--- src/rtl/pcs_tx_gear_pkg.sv ---
// pcs_tx_gear_pkg: code groups, 4b/5b table and transmit state encoding shared by the PCS transmit path
package pcs_tx_gear_pkg;
    localparam logic [4:0] CODE_I = 5'b11111;
    localparam logic [4:0] CODE_J = 5'b11000;
    localparam logic [4:0] CODE_K = 5'b10001;
    localparam logic [4:0] CODE_T = 5'b01101;
    localparam logic [4:0] CODE_R = 5'b00111;
    localparam logic [4:0] CODE_H = 5'b00100;
    localparam logic [4:0] CODE_4B5B [16] = '{
        5'b11110, 5'b01001, 5'b10100, 5'b10101, 5'b01010, 5'b01011, 5'b01110, 5'b01111,
        5'b10010, 5'b10011, 5'b10110, 5'b10111, 5'b11010, 5'b11011, 5'b11100, 5'b11101
    };
    typedef enum logic [3:0] {
        IDLE, START_J, START_K, ERROR_J, ERROR_K, DATA, ERROR, END_T, END_R
    } state_t;
endpackage

--- src/rtl/pcs_tx_gear_if.sv ---
// pcs_tx_gear_if: MII transmit side plus PMA code-bit output
//   tx_ce/tx_en/txd/tx_er : MII nibble transfer, sampled when tx_ce=1
//   pma_data_tx           : BITS code bits per clock, MSB first on the wire
//   tx                    : transmitting indication
interface pcs_tx_gear_if #(parameter int BITS = 2);
    logic            tx_ce;
    logic            tx_en;
    logic [3:0]      txd;
    logic            tx_er;
    logic            tx;
    logic [BITS-1:0] pma_data_tx;
    modport master (input tx_ce, tx, pma_data_tx, output tx_en, txd, tx_er);
    modport slave  (output tx_ce, tx, pma_data_tx, input tx_en, txd, tx_er);
endinterface

--- src/rtl/pcs_tx_gearbox.sv ---
// pcs_tx_gearbox: 5-to-BITS serialiser gearbox with occupancy-driven code group request
//   code  : 5-bit group appended (MSB first) on edges where tx_ce=1
//   tx_ce : registered request for the next code group
//   data  : registered BITS oldest bits, [BITS-1] first on the wire
module pcs_tx_gearbox #(
    parameter int BITS = 2
) (
    input  logic            clk,
    input  logic            rst,
    input  logic [4:0]      code,
    output logic            tx_ce,
    output logic [BITS-1:0] data
);
    localparam int W = BITS + 4;
    // Buffer is left-aligned: valid bits occupy [W-1 -: fill], everything below is zero.
    logic [W-1:0] sr, rem, sr_nxt;
    logic [W+4:0] ins;
    logic [3:0]   fill, fill_nxt;
    always_comb begin
        rem      = sr << BITS;
        ins      = {code, {W{1'b0}}} >> (fill - 4'(BITS));
        sr_nxt   = tx_ce ? rem | ins[W+4:5] : rem;
        fill_nxt = fill - 4'(BITS) + (tx_ce ? 4'd5 : 4'd0);
    end
    always_ff @(posedge clk or posedge rst) begin
        if (rst) begin
            sr    <= '1;
            fill  <= 4'(W);
            data  <= '1;
            tx_ce <= (W < 2 * BITS);
        end else begin
            sr    <= sr_nxt;
            fill  <= fill_nxt;
            data  <= sr[W-1 -: BITS];
            // Requesting below 2*BITS keeps fill within [BITS, BITS+4].
            tx_ce <= fill_nxt < 4'(2 * BITS);
        end
    end
endmodule

--- src/rtl/pcs_tx_gear.sv ---
// pcs_tx_gear: 100BASE-X PCS transmit (4b/5b, SSD/ESD, /H/) feeding a BITS-wide gearbox
//   clk, rst    : single clock, asynchronous active-high reset
//   link_status : PMA link up; low on a tx_ce edge forces IDLE
//   bus         : MII nibbles in, tx_ce/tx/pma_data_tx out
//   stats_clr, frames_cnt, err_cnt, abort_cnt : present only with PCS_TX_GEAR_STATS_EN
module pcs_tx_gear
    import pcs_tx_gear_pkg::*;
#(
    parameter int BITS = 2
`ifdef PCS_TX_GEAR_STATS_EN
    ,
    parameter int CNT_W = 16
`endif
) (
    input  logic         clk,
    input  logic         rst,
    input  logic         link_status,
    pcs_tx_gear_if.slave bus
`ifdef PCS_TX_GEAR_STATS_EN
    ,
    input  logic             stats_clr,
    output logic [CNT_W-1:0] frames_cnt,
    output logic [CNT_W-1:0] err_cnt,
    output logic [CNT_W-1:0] abort_cnt
`endif
);
    state_t     state, state_nxt, body_nxt;
    logic [3:0] dreg;
    logic [4:0] code;
    logic       tx_nxt, frame_start;
    always_comb begin
        body_nxt    = !bus.tx_en ? END_T : bus.tx_er ? ERROR : DATA;
        frame_start = link_status && state == IDLE && bus.tx_en;
        code        = !link_status                       ? CODE_I :
                      (state == START_J || state == ERROR_J) ? CODE_J :
                      (state == START_K || state == ERROR_K) ? CODE_K :
                      state == DATA                      ? CODE_4B5B[dreg] :
                      state == ERROR                     ? CODE_H :
                      state == END_T                     ? CODE_T :
                      state == END_R                     ? CODE_R : CODE_I;
        state_nxt   = !link_status       ? IDLE :
                      state == IDLE      ? (bus.tx_en ? (bus.tx_er ? ERROR_J : START_J) : IDLE) :
                      state == START_J   ? (bus.tx_er ? ERROR_K : START_K) :
                      state == ERROR_J   ? ERROR_K :
                      state == ERROR_K   ? ERROR :
                      state == END_T     ? END_R :
                      state == END_R     ? IDLE : body_nxt;
        tx_nxt      = !link_status ? 1'b0 : frame_start ? 1'b1 : state == END_T ? 1'b0 : bus.tx;
    end
    always_ff @(posedge clk or posedge rst) begin
        if (rst) begin
            state  <= IDLE;
            bus.tx <= 1'b0;
            dreg   <= '0;
        end else if (bus.tx_ce) begin
            state  <= state_nxt;
            bus.tx <= tx_nxt;
            dreg   <= bus.txd;
        end
    end
    pcs_tx_gearbox #(.BITS(BITS)) u_gear (
        .clk   (clk),
        .rst   (rst),
        .code  (code),
        .tx_ce (bus.tx_ce),
        .data  (bus.pma_data_tx)
    );
`ifdef PCS_TX_GEAR_STATS_EN
    logic aborting;
    assign aborting = !link_status && !(state inside {IDLE, END_T, END_R});
    always_ff @(posedge clk or posedge rst) begin
        if (rst) begin
            {frames_cnt, err_cnt, abort_cnt} <= '0;
        end else if (stats_clr) begin
            {frames_cnt, err_cnt, abort_cnt} <= '0;
        end else if (bus.tx_ce) begin
            if (frame_start && !(&frames_cnt))
                frames_cnt <= frames_cnt + CNT_W'(1);
            if (link_status && state == ERROR && !(&err_cnt))
                err_cnt <= err_cnt + CNT_W'(1);
            if (aborting && !(&abort_cnt))
                abort_cnt <= abort_cnt + CNT_W'(1);
        end
    end
`endif
endmodule

--- src/flat_wrapper.sv ---
// flat-port wrapper written by rule: the top's interface ports become plain ports
module pcs_tx_gear_flat import pcs_tx_gear_pkg::*;
#(
    parameter int BITS = 2

)
  (clk, rst, link_status, bus_tx_ce, bus_tx, bus_pma_data_tx, bus_tx_en, bus_txd, bus_tx_er);
  pcs_tx_gear_if #(.BITS(BITS)) bus_i ();
  input  logic clk;
  input  logic rst;
  input  logic link_status;
  output wire logic [$bits(bus_i.tx_ce)-1:0] bus_tx_ce;
  output wire logic [$bits(bus_i.tx)-1:0] bus_tx;
  output wire logic [$bits(bus_i.pma_data_tx)-1:0] bus_pma_data_tx;
  input wire logic [$bits(bus_i.tx_en)-1:0] bus_tx_en;
  input wire logic [$bits(bus_i.txd)-1:0] bus_txd;
  input wire logic [$bits(bus_i.tx_er)-1:0] bus_tx_er;
  assign bus_tx_ce = bus_i.tx_ce;
  assign bus_tx = bus_i.tx;
  assign bus_pma_data_tx = bus_i.pma_data_tx;
  assign bus_i.tx_en = bus_tx_en;
  assign bus_i.txd = bus_txd;
  assign bus_i.tx_er = bus_tx_er;
  pcs_tx_gear #(.BITS(BITS)) u_core (.clk(clk), .rst(rst), .link_status(link_status), .bus(bus_i));
endmodule
--- config.mk ---
export PLATFORM = sky130hd
export DESIGN_NAME = pcs_tx_gear_flat
export DESIGN_NICKNAME = d
export VERILOG_FILES = /design/src/rtl/pcs_tx_gear_pkg.sv /design/src/rtl/pcs_tx_gear_if.sv /design/src/rtl/pcs_tx_gearbox.sv /design/src/rtl/pcs_tx_gear.sv /design/src/flat_wrapper.sv
export SDC_FILE = /design/constraint.sdc
export NUM_CORES = 1
export LEC_CHECK = 0
export BUFFER_PORTS_ARGS = -buffer_cell sky130_fd_sc_hd__buf_2
export CORE_MARGIN = 5
export CORE_UTILIZATION = 40
export DETAILED_ROUTE_END_ITERATION = 6
export PLACE_DENSITY_LB_ADDON = 0.1
export SYNTH_ARGS = -nofsm -noshare
export SYNTH_HDL_FRONTEND = slang
export SYNTH_SLANG_ARGS = --single-unit
export TNS_END_PERCENT = 10
--- constraint.sdc ---
create_clock -name clk -period 3.25 [get_ports clk]
set_clock_uncertainty 0.1 [all_clocks]
set_input_delay 0.1625 -clock clk [delete_from_list [all_inputs] [get_ports clk]]
set_output_delay 0.1625 -clock clk [all_outputs]
set_load 0.005 [all_outputs]
; ---- After elaboration in Yosys (flattened, before gate mapping)
; Memories as Yosys holds them, arrays and structs flattened.
; Index checks and enable logic that the tools add are counted.
; Widths: inputs -> output; s select.
[word_totals]
register_bits = 22
mem_bits_ro = 80
input_bits = 9
mem_count = 1
[mem_list]
columns = memory, words, width, read_ports, rd_ports_with_merged_regs, write_ports, line_no
row1 = (no name shown), 16, 5, 1, 0, 0, pcs_tx_gear.sv:37  ; state == DATA ? CODE_4B5B[dreg] :
[classes]
add_sub_neg = 2
magnitude_cmp = 2
n_eq_ne = 9
shifts = 1
mux = 26
bitwise_logic = 2
n_reduce_logical = 6
[op_table]
columns = op, count
row1 = $mux 5, 9
row2 = $mux 4, 9
row3 = $eq 4x3->1 const B, 4
row4 = $shr 11x4->11, 1
row5 = $eq 4x2->1 const B, 2
row6 = $mux 3, 2
row7 = $mux 6, 1
row8 = $or 6x6->6, 1
row9 = $ge 5x5->1 const B, 1
row10 = $not 4->5, 1
row11 = $add 4x3->4, 1
row12 = $eq 4x1->1 const B, 1
row13 = $eq 4x4->1 const B, 1
row14 = $logic_not 4->1, 1
row15 = $lt 4x3->1 const B, 1
row16 = $mux 2, 2
row17 = $sub 4x2->4 const B, 1
row18 = $mux 1, 3
row19 = $ne 3x1->1 const B, 1
row20 = $logic_and 1x1->1, 2
row21 = $logic_or 1x1->1, 2
row22 = $reduce_and 2->1, 1

; ---- Depth between registers and ports, before layout
[logic_depth]
depth_word = 11
ltp_mapped = 8

; ---- By module
; A second synthesis with hierarchy kept.
[hier_totals]
cells_unflattened = 125
hier_area_um2 = 1330.0
[modules_own_cells]
columns = mod, n_inst, cells_per_inst, area_each_um2, seq_area_each_um2
row1 = pcs_tx_gear, 1, 71, 676.9, 225.2
row2 = pcs_tx_gearbox, 1, 54, 653.1, 337.8

; ---- Worst setup path after synthesis
; No wires, ideal clock.
[synth_timing]
path_kind = flip-flop to flip-flop
startpoint = reg u_core.u_gear.fill[1]
endpoint = reg u_core.u_gear.tx_ce
setup_ns = 0.123
arrival_ns = 2.046
setup_slack_ns = 0.981
path_stages_with_launch = 9
n_path_buf = 1
period_less_slack_ns = 2.269
path_cell_list = dfstp_2 clkbuf_1 inv_1 ha_1 inv_1 ha_1 a31oi_1 xor2_1 nor2_1
[synth_between]
elab_chain_len = 3
[synth_rtl]
columns = item, line_no
row1 = "start, declared", pcs_tx_gearbox.sv:18  ; logic [3:0] fill, fill_nxt;
row2 = "start signal, assigned", pcs_tx_gearbox.sv:28  ; fill <= 4'(W);
row3 = "start signal, assigned", pcs_tx_gearbox.sv:33  ; fill <= fill_nxt;
row4 = $sub 4x2->4, pcs_tx_gearbox.sv:23  ; fill_nxt = fill - 4'(BITS) + (tx_ce ? 4'd5 : 4'd0);
row5 = $add 4x3->4, pcs_tx_gearbox.sv:23
row6 = net u_core.u_gear.fill_nxt[3], pcs_tx_gearbox.sv:18
row7 = $lt 4x3->1, pcs_tx_gearbox.sv:36  ; tx_ce <= fill_nxt < 4'(2 * BITS);
row8 = "end signal, assigned", pcs_tx_gearbox.sv:30  ; tx_ce <= (W < 2 * BITS);
row9 = "end signal, assigned", pcs_tx_gearbox.sv:36
row10 = "end, declared", pcs_tx_gearbox.sv:11  ; output logic tx_ce,
; The timed path passes the listed nets, and every way through them passes these cells.
; A chain may end at the register's enable or synchronous reset.

; ---- Final worst setup path
; Ends and elaborated chain as after synthesis.

==> metrics.cfg <==
[synth]
synth_xor_area_share_pct = 1.95
synth_cells = 143
ys_seq_elements = 22
synth.net_count = 156
synth_cell_type_count = 52
yosysWarnings = 0
yosys.area_share.simple_pct = 18.1
synth_flop_cell = dfrtp_1
synth-async-reset-ratio_pct = 100
syn_area_um2 = 1350
synth-edff-count = 0
synth-adder-area-share_pct = 3.71
ys_seq_area_share_pct = 41.7
synth_top_family_by_area = compound AO/OA/AOI/OAI gates
post_synth.cell_area_avg_um2 = 9.43
synth_compound_area_share_pct = 23.9
synthMuxAreaShare_pct = 4.17

[grt]
grtUsageTotal_pct = 15.9
antenna_found_initial = 0
grt_max_degree = 23
grt_overflow = 0
grt_pass1_wl_mm = 5.55
grt_pass1_vias = 1143

[clock_network]
root_buffer = clkbuf_4
cts_num_sinks = 22
numCtsBuffers = 3
clockBufferDepth = 2
clkTransAtPathRegs_ns = 0.14
insertion_delay_ns = 0.32
cts_tree = yes
cts_max_level = 1
cts-resized-gates = 0

[worst_setup_path]
r2r_cells = 7
cp_cell_sequence = inv_1 -> ha_1 -> inv_1 -> ha_1 -> a31oi_1 -> xor2_1 -> nor2_1
startpoint_type = register
critical_path_class = reg -> reg
arrival_ns = 2.48
worstPathRequired_ns = 3.37
critPathMaxFanout = 11
end_kind = register
critPathSlowestCell = dfstp_2
max_stage_delay_ns = 0.65

[power_and_ir_drop]
p_leak_uw = 0.000640
ir_worst_vdd_v = 0.000215
p_per_area_nw_per_um2 = 527
p_total_uw = 801

[route]
maxUsedRoutingLayer = met4
m1WireLength_mm = 1.62
routed_wirelength_mm = 3.12
final_antenna_net_count = 0
vias = 1146
drc = 0
route.met3.wl_um = 134
wl_met2_mm = 1.32
routedWlPerCell_um = 15.5
drtIter0Drc = 63
dr.pass1.iters = 4
vias_per_cell = 5.70

[sta]
slew_headroom_pct = 42.9
rsz0062_at_grt = no
max_freq_ghz = 0.423
fin_crit_sh_pct = 72.7
finalMaxSlewViolations = 0
tightest_slew_ns = 0.856
period_minus_slack_ns = 2.36
tns_ns = 0
report.final.hold_viol_count = 0
report.final.setup_viol = 0

[final_layout]
n_antenna_cell = 0
nNetsFinal = 169
drive_gt1_share_pct = 23.9
n_fill_cell = 340
area_growth_pct = 12.6

[floorplan]
die_area_um2 = 4630
core-area_um2 = 3310
start_util_pct = 40.7
boundaryPins = 13
fp.dieH_um = 68.1
die_w_um = 68.1
rows = 21

[outcome]
status = finished, final reports clean

[place]
dp_hpwl_mm = 2.16
routabilityCongestion = 0.864
numPortBuffers = 12

[min_path]
hold_path_depth = 3
hold_path.class = in -> reg

[flow_run]
maxCapViolCount = 0

area by class of cell:
class,count,area (um^2),area share [%]
Inverter,11,41.3,2.72
Multi-Input combinational cell,101,699,46.0
Tap cell,46,57.6,3.79
Sequential cell,22,563,37.1
Clock buffer,4,47.5,3.13
Timing Repair Buffer,17,110,7.25
state kept, by name, summed over array words and instances, names as in the netlist:
register,count
u_core.u_gear.sr,6
u_core.u_gear.fill,4
u_core.u_gear.data,2
u_core.state,4
u_core.u_gear.tx_ce,1
u_core.bus.tx,1
u_core.dreg,4
metrics by stage:
stage / setup WS (ns) / cell area [um^2] / hold WS, ns / utilization (%) / instances
floorplan: 0.981 / 1350 / 0.0443 / - / 143
global placement: 0.914 / 1420 / 0.246 / 42.9 / 192
detailed placement: 0.929 / 1420 / 0.249 / 42.9 / 192
CTS: 0.912 / 1520 / 0.0521 / 45.9 / 201
global route: 0.737 / 1520 / 0.0851 / 45.9 / 201
finish: 0.889 / 1520 / 0.0650 / 45.9 / 201
critical path, delay by kind of cell, from the launching register on:
kind / cells / cell delay [ns]
adder cells (fa/ha/maj): 2 / 0.72
flip-flops: 1 / 0.65
buffers and inverters: 2 / 0.26
AO/OA/AOI/OAI: 1 / 0.25
XOR/XNOR: 1 / 0.22
AND/OR/NAND/NOR: 1 / 0.06
final timing paths:
check	startpoint	end	slack, ns
setup / recovery	u_core.u_gear.fill[1]	u_core.u_gear.tx_ce	0.89
hold / removal	link_status	u_core.state[2]	0.07
max in group asynchronous	rst	u_core.u_gear.tx_ce	2.09
hold reg to reg	u_core.u_gear.sr[5]	u_core.u_gear.data[1]	0.27
setup reg to reg	u_core.u_gear.fill[1]	u_core.u_gear.tx_ce	0.89
min in group asynchronous	rst	u_core.dreg[1]	0.44
cell families after synthesis:
logic type                 count (synthesis)
DFF                                       22
AOI/OAI and AO/OA                         43
buffers and inverters                     20
adders and majority gates                  4
xor gates and xnor gates                   3
muxes                                      5
and+or+nand+nor                           46
where the power goes:
group,switching (uW),total (uW),internal (uW)
sequential,64.9,387,322
combinational,115,226,110
clock,94.0,188,94.1
routing by layer:
| metal | vias up | GRT usage [%] |
|---|---|---|
| met2 | 34 | 22.9 |
| met4 | 0 | 6.20 |
| met1 | 550 | 23.6 |
| met5 | - | 0 |
| met3 | 5 | 2.46 |
| li1 | 557 | - |
placed cells by master, fill, tap and decap left out, types with 2 or more instances in the layout:
master          n
dfstp_2        10
o21ai_0         6
nor3_1          5
clkbuf_4        3
or3_1           4
dfrtp_1        12
mux2_2          5
inv_1          10
ha_1            4
nor2b_1         3
dlygate4sd3_1   5
nor2_1         10
o22ai_1         3
xor2_1          2
nand2_1        10
a31oi_1         4
buf_2          12
a21oi_1         8
o2111ai_1       2
nand3_1         4
Yosys cell counts, drive strengths merged (3+ instances only):
cell,instances,share of area (%)
nor2,10,2.8
nand3,4,1.5
or3,4,1.9
clkbuf,5,1.4
dfstp,10,19
a21oi,9,4.2
o22ai,3,1.4
inv,11,3.1
ha,4,3.7
dfrtp,12,22
o21ai,7,2.6
a31oi,4,1.9
nor2b,3,1.4
nor3,5,1.9
nand2,10,2.8
mux2,5,4.2
buf,4,1.9
what timing repair did:
action,4_1_cts,5_1_grt
endpoints found under the hold margin,16,0
buffers inserted,0,0
hold buffers,5,0
Power figures use the tool's default switching activity.
